--- src/rtl/tone_arbiter.sv ---
// Shares one square-wave tone generator and speaker pin among NREQ prioritized sources.
// Latency: grant and owner appear 1 cycle after req is sampled; ownership changes only at a period end.
// Backpressure: none; a requester simply waits until a period boundary or the end of the silent gap.
module tone_arbiter #(
  parameter int NREQ       = 4,
  parameter int DIV_W      = 15,
  parameter int GAP_CYCLES = 1024
) (
  input  logic                  clk,
  input  logic                  rst_n,
  input  logic [NREQ-1:0]       req,
  input  logic [NREQ*DIV_W-1:0] div_flat,
  output logic [NREQ-1:0]       grant,
  output logic [2:0]            owner,
  output logic                  busy,
  output logic                  speaker
);

  localparam int IW = (NREQ > 1) ? $clog2(NREQ) : 1;
  localparam int GW = (GAP_CYCLES > 1) ? $clog2(GAP_CYCLES) : 1;
  localparam logic [NREQ-1:0] ONE = {{(NREQ-1){1'b0}}, 1'b1};

  typedef enum logic [1:0] {IDLE, PLAY, GAP} state_t;

  state_t           state_q;
  logic [IW-1:0]    own_q;
  logic [NREQ-1:0]  grant_q;
  logic             busy_q;
  logic             spk_q;
  logic [DIV_W-1:0] cnt_q;
  logic [GW-1:0]    gap_q;

  logic [DIV_W-1:0] div_a [NREQ];
  logic [IW-1:0]    win;
  logic [NREQ-1:0]  higher;
  logic             release_now;

  for (genvar g = 0; g < NREQ; g++) begin : g_div
    assign div_a[g] = div_flat[g*DIV_W +: DIV_W];
  end

  // Fixed-priority winner (lowest set index) and the release condition for the current owner.
  always_comb begin
    win = '0;
    for (int i = NREQ - 1; i >= 0; i--) begin
      if (req[i]) win = IW'(i);
    end
    higher      = req & ((ONE << own_q) - ONE);
    release_now = !req[own_q] || (higher != '0);
  end

  // Arbitration FSM and tone generator; every output is a register.
  always_ff @(posedge clk or negedge rst_n) begin
    if (!rst_n) begin
      state_q <= IDLE;
      own_q   <= '0;
      grant_q <= '0;
      busy_q  <= 1'b0;
      spk_q   <= 1'b0;
      cnt_q   <= '0;
      gap_q   <= '0;
    end else begin
      case (state_q)
        IDLE: begin
          spk_q   <= 1'b0;
          grant_q <= '0;
          if (req != '0) begin
            state_q <= PLAY;
            own_q   <= win;
            grant_q <= ONE << win;
            cnt_q   <= div_a[win];
            busy_q  <= 1'b1;
          end
        end
        PLAY: begin
          if (cnt_q != '0) begin
            cnt_q <= cnt_q - 1'b1;
          end else if (spk_q && release_now) begin
            // Falling toggle that ends a full period: hand over through a silent gap.
            state_q <= GAP;
            spk_q   <= 1'b0;
            grant_q <= '0;
            own_q   <= '0;
            gap_q   <= GW'(GAP_CYCLES - 1);
          end else begin
            // Divider is sampled live so the owner can sweep pitch.
            cnt_q <= div_a[own_q];
            spk_q <= ~spk_q;
          end
        end
        GAP: begin
          spk_q   <= 1'b0;
          grant_q <= '0;
          if (gap_q != '0) begin
            gap_q <= gap_q - 1'b1;
          end else if (req != '0) begin
            state_q <= PLAY;
            own_q   <= win;
            grant_q <= ONE << win;
            cnt_q   <= div_a[win];
          end else begin
            state_q <= IDLE;
            busy_q  <= 1'b0;
          end
        end
        default: begin
          state_q <= IDLE;
          busy_q  <= 1'b0;
          spk_q   <= 1'b0;
          grant_q <= '0;
          own_q   <= '0;
        end
      endcase
    end
  end

  assign grant   = grant_q;
  assign owner   = 3'(own_q);
  assign busy    = busy_q;
  assign speaker = spk_q;

endmodule

--- config.mk ---
export PLATFORM = sky130hd
export DESIGN_NAME = tone_arbiter
export DESIGN_NICKNAME = d
export VERILOG_FILES = /design/src/rtl/tone_arbiter.sv
export SDC_FILE = /design/constraint.sdc
export NUM_CORES = 1
export LEC_CHECK = 0
export ABC_CLOCK_PERIOD_IN_PS = 3300
export BUFFER_PORTS_ARGS = -buffer_cell sky130_fd_sc_hd__buf_2
export CAP_MARGIN = 20
export CORE_UTILIZATION = 42
export CTS_CLUSTER_DIAMETER = 120
export CTS_CLUSTER_SIZE = 40
export DETAILED_ROUTE_END_ITERATION = 8
export PLACE_DENSITY = 0.67
export SYNTH_ARGS = -nofsm -noshare
export SYNTH_HDL_FRONTEND = slang
export SYNTH_SLANG_ARGS = --single-unit
export TNS_END_PERCENT = 100
--- constraint.sdc ---
create_clock -name clk -period 3.3 [get_ports clk]
set_input_delay 0.66 -clock clk [delete_from_list [all_inputs] [get_ports clk]]
set_output_delay 0.66 -clock clk [all_outputs]
set_load 0.02 [all_outputs]
==> results.md <==
* Seq pwr share at 42.5%
* Setup crit start kind: flip-flop
* RSZ-0062 raised after global routing: false
* CTS tree: built
* Hpwl dp at 6130 um
* Share of layout cells above drive strength 1 at 31.9%
* Total Nets Final at 454
* Hold_buf cts at 0
* H-tree Lvls at 2
* Placer Congestion at 0.847
* Via-to-Cell Ratio at 5.90
* Reg clk slew, reported paths at 0.08 ns
* Most used DFF post-synth: dfrtp_1
* Final setup fails at 0
* DIE AREA at 0.00746 mm^2
* GR Util All Layers at 22.9%
* P_sw at 619 uW
* Drt first-iter violations at 203
* Clock Skew at 0.00506 ns
* Core area at 0.00683 mm^2
* Residual DRC at 0
* Leakage at 1.35 nW
* Drt first pass iters at 5
* Initial antenna violation count at 0
* Num CTS Buffers at 5
* Initial Util at 43.8%
* N_diodes at 0
* Routed WL at 8230 um
* Switching share of power at 39.5%
* Die span in y at 86.4 um
* Highest Clock Rate at 0.418 GHz
* Fin crit period at 2.39 ns
* Pwr per Cell Area at 447 mW/mm^2
* Synth Area per Inst at 9.40 um^2
* Outcome: finished clean
* Final WS setup at 0.909 ns
* Clock sink count at 35
* Synthesized area at 0.00299 mm^2
* Largest net degree at the start of global routing at 36
* Dominant cell type by area after synthesis: dfrtp_1
* Yosys warning count at 0
* Vias in the first global route at 2648
* Worst slew margin at 41.6%
* Post-Syn Instances at 318
* Sequential Area at 876 um^2
* Yosys reg bits at 35
* Multi-input logic area at 0.00196 mm^2
* Fillcell total at 703
* Antenna-violating nets left at 0
* Maximum VDD drop at 0.284 mV
* Hold WC Path Type: in -> async
* Cell depth of the worst flop-to-flop path at 8
* Synth-to-Final Area Change at 17.5%
* Fin util at 51.4%
* Worst-Margin Slew at 0.875 ns
* Setup Buffers After CTS at 0
* CP required at 3.47 ns
* Max Cap Violations at 0
* Via Count at 2839
* Commonest cells in the netlist: dfrtp_1 (35), o21ai_0 (35), nand2_1 (33), nor2_1 (18)
* Max-slew violation count at 0
* Port bufs at 73
* Grt total ovfl at 0
* Setup_tns at 0 ns
* Final Hold Vio Count at 0
* Type of the worst setup path: reg -> reg
* Clock Latency Late Sink at 0.29 ns
* Combinational share of power at 37.0%
* Critical Path End Type: flip-flop
* Synth top area share at 29.3%
* Die X at 86.4 um
* Max FO, Critical Path at 17
* Register area share after synthesis at 29.3%
* Wire per inst at 17.1 um
* Synth cell types at 59
* # rows at 30
* Post-synthesis async set-or-reset flop share at 100%
* Final period util at 72.5%
* Pint at 949 uW
* Post-CTS Resized at 0
* Max clock buf depth at 2
* First-pass GRT wire length at 13200 um
* DP Worst Slack at 0.752 ns
* Synth top area cells: dfrtp_1 (29%), mux4_2 (11%), o21ai_0 (5.9%)
* Number of flops mapped to enable cells by yosys at 0
* Syn nets at 388
* I/O pin count at 75
* CTS root buf: clkbuf_8
* Clk pwr share at 20.5%
* CP arrival at 2.56 ns
## power by group through the flow
| stage | clock [mW] | combinational [mW] | sequential (mW) |
|---|---|---|---|
| after floorplan | 0 | 0.448 | 0.639 |
| after global placement | 0 | 0.570 | 0.669 |
| after detailed placement | 0 | 0.576 | 0.674 |
| after CTS | 0.328 | 0.579 | 0.665 |
| after global routing | 0.344 | 0.647 | 0.679 |
| final | 0.322 | 0.581 | 0.666 |
## layout by cell type, fill, tap and decap left out, types with 11 or more instances in the layout
cell      instances
a21oi_1          15
a221oi_1         11
buf_2            73
dfrtp_1          35
mux2i_1          12
mux4_2           15
nand2_1          33
nor2_1           18
o21ai_0          35
xnor2_1          14
## area by class of cell
type | instances | area share, %
Multi-Input combinational cell | 251 | 55.9
Sequential cell | 35 | 24.9
Timing Repair Buffer | 81 | 12.1
Tap cell | 96 | 3.42
Clock buffer | 5 | 1.96
Inverter | 10 | 1.07
Clock inverter | 3 | 0.570
## worst max-delay path, stage by stage (launching register included)
cell,delay [ns]
dfrtp_1,0.41
inv_1,0.13
ha_1,0.19
nor4b_4,0.30
and4_1,0.69
nor3_1,0.12
a211o_1,0.29
o21ai_0,0.07
o21ai_0,0.09
## cell families (layout without fill, tap and decap cells)
logic type	after synthesis	after routing	share of synthesized area, %
other cells	1	1	0.125
fa+ha+maj	4	4	1.67
mux	27	27	15.3
xor+xnor	16	16	4.69
simple gates	100	100	19.6
buf+inv	32	99	5.19
compound gates	103	103	24.1
flops	35	35	29.3
## metal layers
layer / vias to the layer above / track usage, % / wire length [um] / part of all wire [%]
li1: 1342 / - / - / -
met1: 1373 / 33.7 / 3690 / 45
met2: 117 / 35.7 / 3920 / 48
met3: 7 / 3.52 / 558 / 6.8
met4: 0 / 4.70 / 60 / 0.73
met5: - / 0 / 0 / 0
## sequential cells by signal, indices dropped and copies added, names as in the netlist
| register | cells |
|---|---|
| cnt_q | 15 |
| gap_q | 10 |
| grant | 4 |
| own_q | 2 |
| state_q | 2 |
| busy | 1 |
| speaker | 1 |
## final timing paths
kind,from,endpoint,slack (ns)
worst max-delay path,cnt_q[0]$_DFFE_PN0P_,cnt_q[12]$_DFFE_PN0P_,0.91
worst min-delay path,rst_n,cnt_q[11]$_DFFE_PN0P_,0.44
worst max register to register,cnt_q[0]$_DFFE_PN0P_,cnt_q[12]$_DFFE_PN0P_,0.91
worst min register to register,grant[2]$_DFFE_PN0P_,grant[2]$_DFFE_PN0P_,0.51
max in group asynchronous,rst_n,cnt_q[0]$_DFFE_PN0P_,2.35
min in group clk,grant[2]$_DFFE_PN0P_,grant[2]$_DFFE_PN0P_,0.51
## through the flow
step / std cells / power, mW / instance area (um^2) / hold WS [ns]
after detailed placement: 473 / 1.25 / 3420 / 0.486
final: 481 / 1.57 / 3510 / 0.445
after CTS: 481 / 1.57 / 3510 / 0.475
after global placement: 473 / 1.24 / 3420 / 0.494
after floorplan: 318 / 1.09 / 2990 / 0.364
after global routing: 481 / 1.67 / 3510 / 0.512
Note: power is estimated with default switching activity, not from simulation.
